**src/rtl/aes_key_expand.sv**
```systemverilog
// aes_key_expand: sequential AES-128 key schedule, one round key per clock,
// each key streamed out and kept in an 11-entry buffer for random-access readback.
module aes_key_expand #(
    parameter int NR = 10
) (
    input  logic         clk,
    input  logic         rst_n,
    input  logic         start,
    input  logic [0:127] key_in,
    output logic         busy,
    output logic         rk_valid,
    output logic [3:0]   rk_idx,
    output logic [0:127] round_key,
    output logic         done,
    output logic         keys_ready,
    input  logic [3:0]   rd_sel,
    output logic [0:127] rd_key
);
    localparam logic [0:2047] SBOX = {
        128'h637c777bf26b6fc53001672bfed7ab76, 128'hca82c97dfa5947f0add4a2af9ca472c0,
        128'hb7fd9326363ff7cc34a5e5f171d83115, 128'h04c723c31896059a071280e2eb27b275,
        128'h09832c1a1b6e5aa0523bd6b329e32f84, 128'h53d100ed20fcb15b6acbbe394a4c58cf,
        128'hd0efaafb434d338545f9027f503c9fa8, 128'h51a3408f929d38f5bcb6da2110fff3d2,
        128'hcd0c13ec5f974417c4a77e3d645d1973, 128'h60814fdc222a908846eeb814de5e0bdb,
        128'he0323a0a4906245cc2d3ac629195e479, 128'he7c8376d8dd54ea96c56f4ea657aae08,
        128'hba78252e1ca6b4c6e8dd741f4bbd8b8a, 128'h703eb5664803f60e613557b986c11d9e,
        128'he1f8981169d98e949b1e87e9ce5528df, 128'h8ca1890dbfe6426841992d0fb054bb16
    };
    typedef enum logic {IDLE, EXPAND} state_t;
    state_t       state;
    logic [0:127] key_buf [0:NR];
    logic [0:31]  w3, t, w0n, w1n, w2n, w3n;
    logic [0:127] next_key;
    // Byte S-box behind the shared 32-bit lookup interface: byte in the low 8 bits.
    function automatic logic [31:0] sbox_lookup(input logic [31:0] x);
        return {24'h0, SBOX[{x[7:0], 3'b000} +: 8]};
    endfunction
    function automatic logic [0:31] sub_word(input logic [0:31] w);
        logic [31:0] s0, s1, s2, s3;
        s0 = sbox_lookup({24'h0, w[0:7]});
        s1 = sbox_lookup({24'h0, w[8:15]});
        s2 = sbox_lookup({24'h0, w[16:23]});
        s3 = sbox_lookup({24'h0, w[24:31]});
        return {s0[7:0], s1[7:0], s2[7:0], s3[7:0]};
    endfunction
    function automatic logic [7:0] rcon(input logic [3:0] i);
        case (i)
            4'd1:  return 8'h01;
            4'd2:  return 8'h02;
            4'd3:  return 8'h04;
            4'd4:  return 8'h08;
            4'd5:  return 8'h10;
            4'd6:  return 8'h20;
            4'd7:  return 8'h40;
            4'd8:  return 8'h80;
            4'd9:  return 8'h1b;
            4'd10: return 8'h36;
            default: return 8'h00;
        endcase
    endfunction
    always_comb begin
        w3       = round_key[96:127];
        t        = sub_word({w3[8:31], w3[0:7]}) ^ {rcon(rk_idx + 4'd1), 24'h0};
        w0n      = round_key[0:31] ^ t;
        w1n      = round_key[32:63] ^ w0n;
        w2n      = round_key[64:95] ^ w1n;
        w3n      = w3 ^ w2n;
        next_key = {w0n, w1n, w2n, w3n};
    end
    // round_key doubles as the working register; rk_idx doubles as the round counter.
    always_ff @(posedge clk or negedge rst_n) begin
        if (!rst_n) begin
            state      <= IDLE;
            busy       <= 1'b0;
            rk_valid   <= 1'b0;
            rk_idx     <= '0;
            round_key  <= '0;
            done       <= 1'b0;
            keys_ready <= 1'b0;
            for (int i = 0; i <= NR; i++) key_buf[i] <= '0;
        end else if (state == IDLE) begin
            if (start) begin
                state      <= EXPAND;
                busy       <= 1'b1;
                rk_valid   <= 1'b1;
                rk_idx     <= '0;
                round_key  <= key_in;
                keys_ready <= 1'b0;
            end
        end else begin
            key_buf[rk_idx] <= round_key;
            if (rk_idx == 4'(NR)) begin
                state      <= IDLE;
                busy       <= 1'b0;
                rk_valid   <= 1'b0;
                done       <= 1'b0;
                keys_ready <= 1'b1;
            end else begin
                round_key <= next_key;
                rk_idx    <= rk_idx + 4'd1;
                done      <= rk_idx == 4'(NR - 1);
            end
        end
    end
    always_ff @(posedge clk or negedge rst_n) begin
        if (!rst_n) rd_key <= '0;
        else        rd_key <= (rd_sel > 4'(NR)) ? '0 : key_buf[rd_sel];
    end
endmodule
```
**config.mk**
```make
export PLATFORM = sky130hd
export DESIGN_NAME = aes_key_expand
export DESIGN_NICKNAME = d
export VERILOG_FILES = /design/src/rtl/aes_key_expand.sv
export SDC_FILE = /design/constraint.sdc
export NUM_CORES = 2
export LEC_CHECK = 0
export CORE_MARGIN = 2
export CORE_UTILIZATION = 40
export DETAILED_ROUTE_END_ITERATION = 7
export HOLD_SLACK_MARGIN = 0.03
export PLACE_DENSITY = 0.59
export SKIP_CTS_REPAIR_TIMING = 1
export SLEW_MARGIN = 5
export SYNTH_ARGS = -nofsm -noshare
export SYNTH_HDL_FRONTEND = slang
export SYNTH_SLANG_ARGS = --single-unit
```
**constraint.sdc**
```tcl
create_clock -name clk -period 8.16 [get_ports clk]
set_input_delay 0.816 -clock clk [delete_from_list [all_inputs] [get_ports clk]]
set_output_delay 0.816 -clock clk [all_outputs]
set_load 0.005 [all_outputs]
```
==> out/qor.yml <==
routed_wirelength_mm: 347.7
mappedNetlistArea_sq_mm: 0.08932
grtUsageTotal_pct: 30.06
hold_path.class: "in2reg"
drv.max_cap_violation_count: 0
critical_path_class: "reg2reg"
fin_crit_ns: 5.234
worst-slew-pin-transition_ns: 1.231
achievable_frequency_mhz: 191.0
worst_ir_drop_vdd_uv: 297.4
clock_skew_ns: 0.08047
design.die.area_sq_mm: 0.2271
synthAdderAreaFrac_pct: 0.8404
detail-route-antenna-nets: 0
synthXorXnorAreaFrac_pct: 1.661
grt_max_degree: 181
dominant_combinational_cell_family_by_area_after_synthesis: "multiplexers"
synth.yosys.seq_area_share_pct: 46.84
slew_headroom_pct: 17.85
crit_arrival_ns: 5.95
crit_family: "compound AO/OA/AOI/OAI gates"
wl_per_cell_microns: 31.85
total_power_w: 0.05144
fp.coreArea_sq_mm: 0.2221
final_net_count: 7958
clkLatencyLatePin_ns: 0.90
dp_hpwl_mm: 225.8
portion_of_the_clock_cycle_consumed_by_the_worst_path_in_the_final_layout_pct: 64.15
synth_mux_area_share_pct: 25.80
io_buffer_count: 398
synth_warnings: 0
drc_errors: 0
slowest_delay_ns: 0.89
clock_tree.htree_level_count: 4
synth-compound-area-share_pct: 12.40
initial_util_pct: 40.22
fin_tns_setup_ns: 0
via_per_instance_ratio: 6.167
worstPathCellList: "buf_4, clkinv_1, ha_1, and2_1, o21ai_0, a31o_2, nor3_1, a31oi_1, o21ai_2, mux2i_1, nor4_1, or4_1"
num_io_pins: 399
worst-path-buf-inv: 2
grt_antenna_before_repair: 33
cp.required_ns: 8.88
end_kind: "flop"
gp_congestion: 0.9688
grt_pass1_vias: 67360
grt_pass1_wl_mm: 500.6
dr_total_vias: 67320
tritoncts: "yes"
number_of_enable_flip_flop_cells_after_synthesis: 0
mappedNetlistNets: 8047
status: "finished, final reports clean"
overflow: 0
syn_avg_cell_area_sq_um: 11.38
floorplan.die.width_microns: 476.6
timing.final.hold_violations: 0
synth_cell_types: 109
post_synthesis_simple_gate_area_fraction_pct: 8.161
cts.sinks: 1672
cp_slowest_cell: "sky130_fd_sc_hd__ha_1"
unrepaired_setup_endpoints_after_global_routing: "no"
setup_viol: 0
detailedRoute.firstPassIterationCount: 8
cts.root.buffer_cell: "sky130_fd_sc_hd__clkbuf_16"
postSynth.asyncResetShare_pct: 100.0
timing_max_transition_violations_final: 0
most_common_flop_cell_mapped_by_yosys: "sky130_fd_sc_hd__dfrtp_1"
power_per_cell_area_mw_per_mm2: 506.7
numCtsBuffers: 178
postSynthCellCount: 7852
crit_path_launch_type: "flop"
syn_to_final_growth_pct: 13.67
fp-row-count: 173
cellLeakagePower_nw: 41.97
critPathMaxFanout: 39
ratio_of_cells_with_drive_above_1_in_the_final_layout_pct: 25.68
drt_iter0_markers: 6951
clkTransAtPathRegs_ns: 0.06
yosys_register_bits: 1672
cts.path.max_buffers: 3
die_h_microns: 476.6
## layout make-up
class / instances / area, sq um
timing repair buffer: 593 / 5659
antenna: 30 / 75.07
tap: 2975 / 3722
sequential: 1672 / 41880
clock inverter: 65 / 1002
fill: 20450 / 120600
inverter: 61 / 231.5
clock buffer: 262 / 5190
multi-input combinational: 5257 / 43770
## sequential cells by signal, summed over array words and instances (netlist names)
signal,flops
key_buf,1408
rd_key,128
round_key,128
rk_idx,4
done,1
keys_ready,1
rk_valid,1
state,1
## power breakdown
| group | switching, W | internal (W) | total [W] | leakage, nW |
|---|---|---|---|---|
| Combinational | 0.0158 | 0.0115 | 0.0272 | 18.8 |
| Clock | 0.00362 | 0.00487 | 0.00849 | 3.01 |
| Sequential | 0.00330 | 0.0124 | 0.0157 | 20.2 |
| Total | 0.0227 | 0.0288 | 0.0514 | 42.0 |
## synth_stat cells, drive strengths merged (20+ instances only)
library cell  number  area (sq um)
mux2            1130         12720
and3              35         219.0
buf              269          1381
nand2            555          2091
nand2b            95         594.3
nor3              89         460.4
nor2             343          1303
xnor2             83         802.0
o311a             20         200.2
dfrtp           1672         41840
a311oi            44         391.6
o22ai            216          1351
o31ai             23         177.7
nor3b             29         217.7
a211oi            66         495.5
or2               28         175.2
inv               46         172.7
a31oi             60         390.4
a21oi            414          2080
nand3            131         655.6
and2              30         187.7
a21o              21         157.7
o21ai            512          2570
o211ai            48         360.4
xor2              43         384.1
ha                60         750.7
mux2i            347          3473
o221ai            24         210.2
clkbuf           593          2227
o311ai            66         585.6
or3               23         143.9
nor2b            107         669.4
a221oi            23         201.4
mux4             304          6850
## kinds of logic (layout without fill, tap and decap cells)
kind of cell | Yosys count | in the layout
XOR/XNOR | 139 | 139
flip-flops | 1672 | 1672
AND/OR/NAND/NOR | 1535 | 1535
adder cells (fa/ha/maj) | 60 | 60
multiplexers | 1781 | 1781
AO/OA/AOI/OAI | 1742 | 1742
other | 0 | 30
buffers and inverters | 923 | 981
## cell usage in the layout, fill, tap and decap left out, types with 178 or more instances in the layout
master / netlist / routed
sky130_fd_sc_hd__buf_4: 29 / 180
sky130_fd_sc_hd__clkdlybuf4s50_1: 0 / 393
sky130_fd_sc_hd__o21ai_0: 506 / 506
sky130_fd_sc_hd__clkbuf_16: 0 / 178
sky130_fd_sc_hd__nand2_1: 552 / 546
sky130_fd_sc_hd__mux2_2: 1129 / 1129
sky130_fd_sc_hd__o22ai_1: 216 / 216
sky130_fd_sc_hd__dfrtp_1: 1672 / 1655
sky130_fd_sc_hd__a21oi_1: 412 / 412
sky130_fd_sc_hd__nor2_1: 339 / 337
sky130_fd_sc_hd__mux2i_1: 347 / 347
sky130_fd_sc_hd__mux4_2: 303 / 303
## path summary, 6_finish.rpt
check | start | to | slack [ns] | cells after the start
setup / recovery | round_key[118] | round_key[109] | 2.93 | 12
hold / removal | rd_sel[3] | rd_key[5] | 0.45 | 2
setup reg to reg | round_key[118] | round_key[109] | 2.93 | 12
hold reg to reg | key_buf[789] | key_buf[789] | 0.48 | 2
max in group asynchronous | rst_n | key_buf[1367] | 5.32 | 4
min in group asynchronous | rst_n | rd_key[0] | 0.59 | 2
## layer usage
layer / up-vias / GRT usage, % / part of all wire [%]
met5: - / 0 / 0.014
met2: 2681 / 46.32 / 45
met3: 742 / 5.745 / 6.5
met4: 8 / 19.49 / 7.4
met1: 35210 / 38.79 / 41
li1: 28680 / - / -
## metrics by stage
| stage | setup slack (ns) | util [%] | hold WS (ns) | std cells | instance area [sq um] |
|---|---|---|---|---|---|
| after floorplan | 4.161 | - | 0.4446 | 7852 | 89320 |
| after global placement | 3.064 | 42.89 | 0.4560 | 10560 | 95260 |
| final | 2.926 | 45.72 | 0.4531 | 10920 | 101500 |
| after global routing | 2.733 | 45.71 | 0.4449 | 10910 | 101500 |
| after detailed placement | 3.123 | 42.89 | 0.4664 | 10560 | 95260 |
| after CTS | 3.063 | 45.68 | -0.05287 | 10880 | 101500 |
No activity file was read; power rests on OpenSTA's default activity.
